File: config.mk
export PLATFORM = sky130hd
export DESIGN_NAME = gather_sched
export DESIGN_NICKNAME = d
export VERILOG_FILES = /design/src/rtl/gather_sched.sv
export SDC_FILE = /design/constraint.sdc
export NUM_CORES = 1
export LEC_CHECK = 0
export CORE_AREA = 2 2 218 220
export CTS_CLUSTER_DIAMETER = 60
export CTS_CLUSTER_SIZE = 8
export DETAILED_ROUTE_END_ITERATION = 12
export DIE_AREA = 0 0 220 222
export GPL_TIMING_DRIVEN = 0
export PLACE_DENSITY_LB_ADDON = 0.05
export SYNTH_ARGS = -nofsm -noshare
export SYNTH_HDL_FRONTEND = slang
export SYNTH_SLANG_ARGS = --single-unit
File: constraint.sdc
create_clock -name clk -period 5.02 [get_ports clk]
set_input_delay 1.004 -clock clk [delete_from_list [all_inputs] [get_ports clk]]
set_output_delay 1.004 -clock clk [all_outputs]
set_load 0.01 [all_outputs]
File: src/rtl/gather_sched.sv
// gather_sched: gather-test sequencer for the 4-node bidirectional ring (nodes 0..3).
// Optional build macro GATHER_SHORTCUT_EN routes distance-3 packets the short way (dir 1, one hop).
module gather_sched #(
  parameter int NUM_TESTS = 7,
  parameter int TIMEOUT   = 1023
) (
  input  logic         clk,
  input  logic         reset,
  input  logic         start,
  input  logic         polarity,
  input  logic [3:0]   peri,
  output logic [3:0]   pesi,
  output logic [255:0] pedi,
  input  logic [3:0]   peso,
  input  logic [255:0] pedo,
  output logic [3:0]   pero,
  output logic         busy,
  output logic         done,
  output logic [1:0]   phase_o,
  output logic         lat_vld,
  output logic [15:0]  lat_o,
  output logic [7:0]   err_cnt
);

  typedef enum logic [1:0] {
    IDLE   = 2'd0,
    INJECT = 2'd1,
    NEXT   = 2'd2,
    DONE   = 2'd3
  } state_t;

  state_t state, state_nxt;

  logic [15:0]  test;
  logic [1:0]   phase;
  logic [3:0]   sent_mask;
  logic [3:0]   rcv_mask;
  logic [9:0]   timer;
  logic [15:0]  last_lat;

  logic [3:0]   exp_mask;
  logic [3:0]   fire;
  logic [3:0]   rcv_set;
  logic         all_rcv;
  logic         timeout_hit;
  logic         last_phase;
  logic         in_run;
  logic [2:0]   err_add;
  logic [9:0]   err_sum;
  logic [255:0] pedi_nxt;
  logic [31:0]  exp_payload;
  logic [15:0]  src;
  logic [31:0]  pay;

  function automatic logic [63:0] build_pkt(input logic [1:0] s, input logic [1:0] p,
                                            input logic [15:0] t);
    logic [1:0] d;
    logic       dir;
    logic [7:0] hop;
    d   = p - s;
    dir = 1'b0;
    hop = 8'h01;
    case (d)
      2'd1: begin
        dir = 1'b0;
        hop = 8'h01;
      end
      2'd2: begin
        dir = 1'b0;
        hop = 8'h03;
      end
      2'd3: begin
`ifdef GATHER_SHORTCUT_EN
        dir = 1'b1;
        hop = 8'h01;
`else
        dir = 1'b0;
        hop = 8'h07;
`endif
      end
      default: begin
        dir = 1'b0;
        hop = 8'h01;
      end
    endcase
    return {1'b0, dir, 6'b0, hop, 14'b0, s, t, 14'b0, p};
  endfunction

  assign exp_mask    = ~(4'b0001 << phase);
  assign all_rcv     = (rcv_mask == exp_mask);
  assign timeout_hit = (state == INJECT) && !all_rcv && (timer == 10'(TIMEOUT));
  assign last_phase  = (phase == 2'd3) && (test == 16'(NUM_TESTS - 1));
  assign in_run      = (state == INJECT) || (state == NEXT);
  assign exp_payload = {test, 14'b0, phase};
  assign phase_o     = phase;

  always_ff @(posedge clk) begin
    if (reset) state <= IDLE;
    else       state <= state_nxt;
  end

  always_comb begin
    state_nxt = state;
    busy      = 1'b0;
    done      = 1'b0;
    pero      = 4'h0;
    case (state)
      IDLE: begin
        if (start) state_nxt = INJECT;
      end
      INJECT: begin
        busy = 1'b1;
        pero = 4'hF;
        if (all_rcv || timeout_hit) state_nxt = NEXT;
      end
      NEXT: begin
        busy      = 1'b1;
        pero      = 4'hF;
        state_nxt = last_phase ? DONE : INJECT;
      end
      DONE: begin
        done      = 1'b1;
        state_nxt = IDLE;
      end
      default: state_nxt = IDLE;
    endcase
  end

  // A node injects only when its ring polarity group is active; nothing is issued on the exit cycle.
  always_comb begin
    fire     = '0;
    pedi_nxt = '0;
    for (int s = 0; s < 4; s++) begin
      if ((state == INJECT) && (state_nxt == INJECT) && (2'(s) != phase) && !sent_mask[s] &&
          peri[s] && (polarity == (s >= 2))) begin
        fire[s]               = 1'b1;
        pedi_nxt[64*s +: 64]  = build_pkt(2'(s), phase, test);
      end
    end
  end

  // Only the current destination can accept a good packet, so at most one source bit is set per cycle.
  always_comb begin
    rcv_set = '0;
    err_add = '0;
    src     = '0;
    pay     = '0;
    for (int n = 0; n < 4; n++) begin
      src = pedo[64*n+32 +: 16];
      pay = pedo[64*n +: 32];
      if (in_run && peso[n]) begin
        if ((2'(n) == phase) && (src[15:2] == 14'd0) && (src[1:0] != phase) &&
            !rcv_mask[src[1:0]] && (pay == exp_payload)) begin
          rcv_set[src[1:0]] = 1'b1;
        end else begin
          err_add = err_add + 3'd1;
        end
      end
    end
    err_sum = {2'b0, err_cnt} + {7'b0, err_add} + {9'b0, timeout_hit};
  end

  always_ff @(posedge clk) begin
    if (reset) begin
      test      <= '0;
      phase     <= '0;
      sent_mask <= '0;
      rcv_mask  <= '0;
      timer     <= '0;
      last_lat  <= '0;
      pesi      <= '0;
      pedi      <= '0;
      lat_vld   <= 1'b0;
      lat_o     <= '0;
      err_cnt   <= '0;
    end else begin
      pesi    <= fire;
      pedi    <= pedi_nxt;
      lat_vld <= 1'b0;
      if (in_run) err_cnt <= (err_sum > 10'd255) ? 8'hFF : err_sum[7:0];
      case (state)
        IDLE: begin
          if (start) begin
            test      <= '0;
            phase     <= '0;
            sent_mask <= '0;
            rcv_mask  <= '0;
            timer     <= '0;
            last_lat  <= '0;
            lat_o     <= '0;
            err_cnt   <= '0;
          end
        end
        INJECT: begin
          timer     <= timer + 10'd1;
          sent_mask <= sent_mask | fire;
          rcv_mask  <= rcv_mask | rcv_set;
          if (|rcv_set) last_lat <= {6'b0, timer};
          if (state_nxt == NEXT) begin
            lat_vld <= 1'b1;
            lat_o   <= timeout_hit ? 16'hFFFF : last_lat;
          end
        end
        NEXT: begin
          sent_mask <= '0;
          rcv_mask  <= '0;
          timer     <= '0;
          last_lat  <= '0;
          // The final phase/test are left in place so phase_o shows where the run ended.
          if (!last_phase) begin
            phase <= phase + 2'd1;
            if (phase == 2'd3) test <= test + 16'd1;
          end
        end
        default: ;
      endcase
    end
  end

endmodule

# --- Yosys cells after proc, flatten, opt, wreduce, memory -nomap -nowiden ---
# Cells that the tools add are included.
classes:
  magnitude_cmp: 9
  n_mul: 0
  reduce_logical: 77
  eq_ne: 35
  bitwise: 12
  add_sub_neg: 11
  shift: 1
  mux: 72
  n_div: 0
ops:
  columns: ["operator", "n"]
  rows:
  - ["$eq A32 B32 Y1", 4]
  - ["$mux W16", 6]
  - ["$mux W34", 2]
  - ["$pmux W16 S2", 2]
  - ["$logic_not A14 Y1", 4]
  - ["$pmux W16 S3", 1]
  - ["$logic_and A1 B1 Y1", 44]
  - ["$mux W4", 10]
  - ["$mux W33", 1]
  - ["$mux W8", 4]
  - ["$pmux W10 S3", 1]
  - ["$pmux W3 S2", 4]
  - ["$pmux W4 S3", 2]
  - ["$eq A2 B2 Y1 const B", 11]
  - ["$or A4 B4 Y4", 5]
  - ["$mux W3", 6]
  - ["$mux W1", 17]
  - ["$add A16 B1 Y16 const B", 1]
  - ["$eq A16 B3 Y1 const B", 1]
  - ["$lt A2 B3 Y1 const B", 4]
  - ["$reduce_or A2 Y1", 6]
  - ["$add A10 B1 Y10 const B", 1]
  - ["$add A9 B1 Y10", 1]
  - ["$eq A10 B10 Y1 const B", 1]
  - ["34 further kinds", 78]
totals:
  word_cells: 233
  latch_bits: 0
  mem_bits_ro: 0
  in_bits: 268
  ramBits: 0
  n_memories: 0
  ff_bits: 319

# --- Longest topological paths before layout ---
# Gate-level depths: netlist (run 1).
logic_depth:
  word_depth: 23
  depth_mapped: 23

# --- Least setup slack after synthesis (run 1) ---
# No wires, ideal clock.
synth_timing:
  path_type: "in2reg"
  start: "in pedo[32]"
  end: "reg err_cnt[0]"
  path_stages: 18
  n_path_buf: 0
  setup_ns: 0.125
  path_slack_ns: 0.025
  t_arrival_ns: 4.870
  cell_sequence: "mux4_2 > nor4_1 > and3_1 > nor2_1 > ha_1 > nand3_1 > o31a_1 > inv_1 > ha_1 > mux2_2 > ha_1 > mux2_2 > fa_1 > and2_1 > o21ai_0 > nor2_1 > nand3_1 > a21oi_1"
synth_between:
  elab_chain_cells: 23
  elab_cells_between_ends: 25
  cone_classes: "add/sub (5); order compare (1); eq/ne (1); mux (14); reduce/logical (4)"
synth_lines:
  columns: ["item", "line_no", "rtl"]
  rows:
  - ["start: declaration", "15", "input logic [255:0] pedo,"]
  - ["$bmux W1 S2", "153", "!rcv_mask[src[1:0]] && (pay == exp_payload)) begin"]
  - ["$mux W1 (implied by the code)", "153", null]
  - ["$logic_not A1 Y1", "153", null]
  - ["$logic_and A1 B1 Y1 *", "152", "if ((2'(n) == phase) && (src[15:2] == 14'd0) && (src[1:0] != phase) &&"]
  - ["$logic_and A1 B1 Y1 *", "153", null]
  - ["$mux W1 *", "152", null]
  - ["$mux W1 *", "151", "if (in_run && peso[n]) begin"]
  - ["$add A3 B1 Y3", "156", "err_add = err_add + 3'd1;"]
  - ["(+6 left out)", null, null]
  - ["$mux W3", "152", null]
  - ["$mux W3 *", "151", null]
  - ["$add A8 B3 Y9 *", "160", "err_sum = {2'b0, err_cnt} + {7'b0, err_add} + {9'b0, timeout_hit};"]
  - ["$add A9 B1 Y10 *", "160", null]
  - ["$gt A10 B8 Y1", "180", "if (in_run) err_cnt <= (err_sum > 10'd255) ? 8'hFF : err_sum[7:0];"]
  - ["$mux W8 * (2 in series)", "180", null]
  - ["$mux W8", "183", "if (start) begin"]
  - ["$mux W8 *", "181", "case (state)"]
  - ["end signal: assignment", "180", null]
  - ["end: declaration", "22", "output logic [7:0] err_cnt"]
# Every way passes the cells marked *; elsewhere a longest branch is shown, timed or not. The select of a mux whose other input is x is not followed.
# A chain may end at the register's enable or synchronous reset.

# --- Worst setup path after layout (run 1) ---
layout_timing:
  start: "in pedo[3]"
  end: "reg err_cnt[4]"
layout_between:
  elab_chain_cells: 20
layout_lines:
  columns: ["item", "line_no"]
  rows:
  - ["$eq A32 B32 Y1 *", "153"]
  - ["$logic_and A1 B1 Y1 *", "153"]
  - ["$mux W1 *", "152"]
  - ["$mux W1 *", "151"]
  - ["$add A3 B1 Y3", "156"]
  - ["$mux W3", "152"]
  - ["$mux W3 *", "151"]
  - ["$add A3 B1 Y3", "156"]
  - ["(+3 left out)", null]
  - ["$mux W3", "152"]
  - ["$mux W3 *", "151"]
  - ["$add A8 B3 Y9 *", "160"]
  - ["$add A9 B1 Y10 *", "160"]
  - ["$gt A10 B8 Y1", "180"]
  - ["$mux W8 * (2 in series)", "180"]
  - ["$mux W8", "183"]
  - ["$mux W8 *", "181"]
# Every way passes the cells marked *; elsewhere a longest branch is shown, timed or not.

==> flow_summary.rst, run 1 <==
.. list-table::
   :header-rows: 1

   * - Metric
     - Value
   * - GRT Resource Usage Total
     - 17.0%
   * - Worst path slowest cell
     - sky130_fd_sc_hd__nor4_4
   * - Final total power
     - 0.00331 W
   * - Wire length on met1
     - 18400 um
   * - Number of rows created at floorplan
     - 79
   * - Routed wire length on met3
     - 2720 um
   * - TritonCTS buffer count
     - 17
   * - Minimum clock period
     - 4.80 ns
   * - Total iterations of the first detailed-routing run
     - 5
   * - Met2 wirelength from detailed routing
     - 21200 um
   * - Critical-path cell list
     - clkbuf_2, nor4_4, o2111ai_2, nor4_4, and3_4, nor2_1, ha_1, nand3_1, o31a_1, inv_1, ha_1, mux2_4, ha_4, mux2_4, fa_2, and2_4, o21ai_2, nor2_1, xnor2_1, a21oi_1
   * - Antenna violations before repair
     - 6
   * - Utilization after layout
     - 32.3%
   * - Type of element capturing the critical path
     - flop
   * - IO Port Bufs
     - 325
   * - Synthesized netlist cell count
     - 1093
   * - Remaining routing DRC violations
     - 0
   * - CTS Hold Buffers Added
     - 0
   * - Sequential element share of the synthesized area
     - 34.0%
   * - Largest cells by area after synthesis
     - sky130_fd_sc_hd__dfxtp_1 34%, sky130_fd_sc_hd__buf_4 15%, sky130_fd_sc_hd__xnor2_1 7.8%
   * - Starting utilization of the core area
     - 19.8%
   * - Vias per cell
     - 4.05
   * - Deepest level of the CTS H-tree
     - 4
   * - Number of clock sinks
     - 156
   * - Top_reg_cell synth
     - sky130_fd_sc_hd__dfxtp_1
   * - Residual overflow from global routing
     - 0
   * - # IOs
     - 561
   * - Final-stage net count
     - 1910
   * - Final Hold Vio Count
     - 0
   * - Worst vdd ir
     - 0.241 mV
   * - Cell area after synthesis
     - 9180 sq um
   * - Detailed-placement wirelength estimate
     - 35200 um
   * - Lkg Pwr
     - 6.13 nW
   * - Ys async rst share
     - 0%
   * - First DRT Iteration DRCs
     - 395
   * - Rel. slew slack
     - 35.6%
   * - Timing-limited maximum frequency
     - 0.208 GHz
   * - CP required
     - 5.34 ns
   * - Peak fanout along the critical path
     - 4
   * - CTS clk-pin slew, worst paths
     - 0.07 ns
   * - Cell with the most instances after synthesis
     - sky130_fd_sc_hd__buf_4
   * - Number of enable flip-flop cells after synthesis
     - 0
   * - Vias in the first global route
     - 9002
   * - Largest net degree at the start of global routing
     - 20
   * - Post-synthesis cell type count
     - 54
   * - Result of the run
     - finished, final reports clean
   * - Critical setup path kind
     - input pin to flop
   * - Measured slew at the worst slew-check pin
     - 0.957 ns
   * - Share of the clock period used by the worst path
     - 95.6%
   * - Detailed Route WL
     - 43000 um
   * - Clock Skew
     - 0.0160 ns
   * - Worst setup SP type
     - input pin
   * - Slowest stage delay, CP
     - 0.50 ns
   * - Total core area
     - 46300 sq um
   * - Count of final max-slew check failures
     - 0
   * - Cell type contributing the most total cell area after synthesis
     - sky130_fd_sc_hd__dfxtp_1
   * - Number of vias after detailed routing
     - 9104
   * - Hold WC Path Type
     - flop to flop
   * - Die footprint
     - 48800 sq um
   * - Fraction of synthesized cell area taken by the top area cell type
     - 34.0%
   * - Post-DRT Antenna Nets
     - 0
   * - Finish-stage setup viols
     - 0
   * - Average footprint of a synthesized cell
     - 8.40 sq um
   * - Highest metal layer with signal wires
     - met5
   * - Commonest cells post-synth
     - 181 x sky130_fd_sc_hd__buf_4, 156 x sky130_fd_sc_hd__dfxtp_1, 90 x sky130_fd_sc_hd__and2_1
   * - Placed cell area
     - 13800 sq um
   * - Synthesis-to-finish area growth
     - 62.8%
   * - Share of layout cells above drive strength 1
     - 18.8%
   * - Finished layout cell area
     - 14900 sq um
   * - Clock latency on the worst-skew pair
     - 0.45 ns
   * - Wire length of the first global-routing pass
     - 60400 um
   * - Power density normalized to cell area
     - 221 nW/um^2
   * - Number of max-capacitance violations reported
     - 0
   * - Placer's final routability congestion estimate
     - 0.810
   * - Die Height
     - 222 um
   * - Root Driver
     - sky130_fd_sc_hd__clkbuf_16
   * - Die boundary width
     - 220 um
   * - Count of warnings emitted by yosys
     - 0
   * - Clk buf depth
     - 2
   * - Arrival time of the worst setup path
     - 5.12 ns
   * - Synthesized flop and latch total
     - 156
   * - Post-DR wirelength/cell
     - 19.1 um
   * - CTS tree
     - done
## layout make-up
class / instances / area [sq um]
Buffer: 232 / 1600
Inverter: 29 / 113
Tap cell: 607 / 759
Antenna cell: 2 / 5.00
Fill cell: 4918 / 31300
Timing Repair Buffer: 347 / 3490
Clock buffer: 17 / 425
Multi-Input combinational cell: 841 / 5250
Sequential cell: 156 / 3130
Clock inverter: 15 / 183
## through the flow
stage,hold slack [ns],instances,worst slack [ns],TNS (ns)
2_1_floorplan,0.421,1260,0.0254,0
3_3_place_gp,0.440,2192,-1.79,-13.94
3_5_place_dp,0.441,2192,-1.93,-15.05
4_1_cts,0.453,2237,0.00626,0
5_1_grt,0.483,2245,-0.0206,-0.0548
6_report,0.457,2246,0.221,0
## cells in the final DEF (no fill, tap or decap), drive strengths merged, types with 3 or more instances in the layout
master	synthesis	layout
or3	8	8
a21o	3	3
buf	196	216
o31a	3	3
nand2	39	39
xnor2	82	82
o211ai	5	5
a41oi	10	10
a21oi	24	24
and2	90	90
o21ai	28	28
xor2	18	18
clkinv	0	7
o22ai	5	5
dfxtp	156	156
mux2i	6	6
nor4	53	53
nor3b	6	6
nand2b	17	17
and3	4	4
and4	4	4
nor4b	7	7
dlymetal6s2s	0	37
o2bb2ai	10	10
nor2b	6	6
o2111ai	3	3
nand4	59	59
ha	16	16
clkdlybuf4s50	0	283
a31oi	3	3
inv	29	35
nand3	29	29
clkbuf	38	60
conb	1	168
a211oi	3	3
nor2	80	80
nor3	31	31
## final timing paths
check | startpoint | end | slack (ns) | cells past startpoint
worst min-delay path | sent_mask[0]$_SDFFE_PP0P_ | pedi[48]$_SDFF_PP0_ | 0.46 | 1
worst max-delay path | pedo[3] | err_cnt[4]$_SDFF_PP0_ | 0.22 | 20
worst max register to register | phase_o[0]$_SDFFE_PP0P_ | err_cnt[4]$_SDFF_PP0_ | 0.25 | 22
worst min register to register | sent_mask[0]$_SDFFE_PP0P_ | pedi[48]$_SDFF_PP0_ | 0.46 | 1
## critical path: cells and delay by family
kind | cells | cell delay (ns)
muxes | 2 | 0.58
AOI/OAI and AO/OA | 4 | 0.72
xor gates and xnor gates | 1 | 0.14
buffers and inverters | 2 | 0.16
adders and majority gates | 4 | 1.14
and+or+nand+nor | 7 | 1.37
## metal layers
metal	global-route usage, %	vias up
li1	-	4509
met1	20.5	4187
met2	30.5	369
met3	3.72	37
met4	3.79	2
met5	0	-
## power breakdown
part,internal [W],leakage (nW),switching [W]
Sequential,0.00125,1.26,0.0000121
Clock,0.000677,0.293,0.000672
Combinational,0.000361,4.58,0.000341
Total,0.00228,6.13,0.00103
## cell families (layout without fill, tap and decap cells)
family | Yosys count | after routing | share of synthesized area (%)
adders and majority gates | 18 | 18 | 2.62
DFF | 156 | 156 | 34.0
muxes | 10 | 10 | 1.39
and+or+nand+nor | 438 | 438 | 26.3
xor gates and xnor gates | 100 | 100 | 9.54
buffers and inverters | 263 | 640 | 18.4
AOI/OAI and AO/OA | 107 | 107 | 7.74
other | 1 | 170 | 0.0408
## registers in the layout (all words and copies together), names as in the netlist
name	flops
err_cnt	8
last_lat	10
lat_o	11
lat_vld	1
pedi	85
pesi	3
phase_o	2
rcv_mask	4
sent_mask	4
state	2
test	16
timer	10
## what timing repair did
action                     CTS  global route
setup buffers               13             9
setup endpoints to repair    8             8
resized for setup           35            96
pin swaps                   11            31
Power figures use the tool's default switching activity.
==> run 2, diff against run 1 <==
--- a/config.mk
+++ b/config.mk
@@ -15,3 +15,4 @@
 export SYNTH_ARGS = -nofsm -noshare
 export SYNTH_HDL_FRONTEND = slang
 export SYNTH_SLANG_ARGS = --single-unit
+export TNS_END_PERCENT = 50
==> results of run 2 <==
Final layout, timing and power as in run 1 (identical DEF).
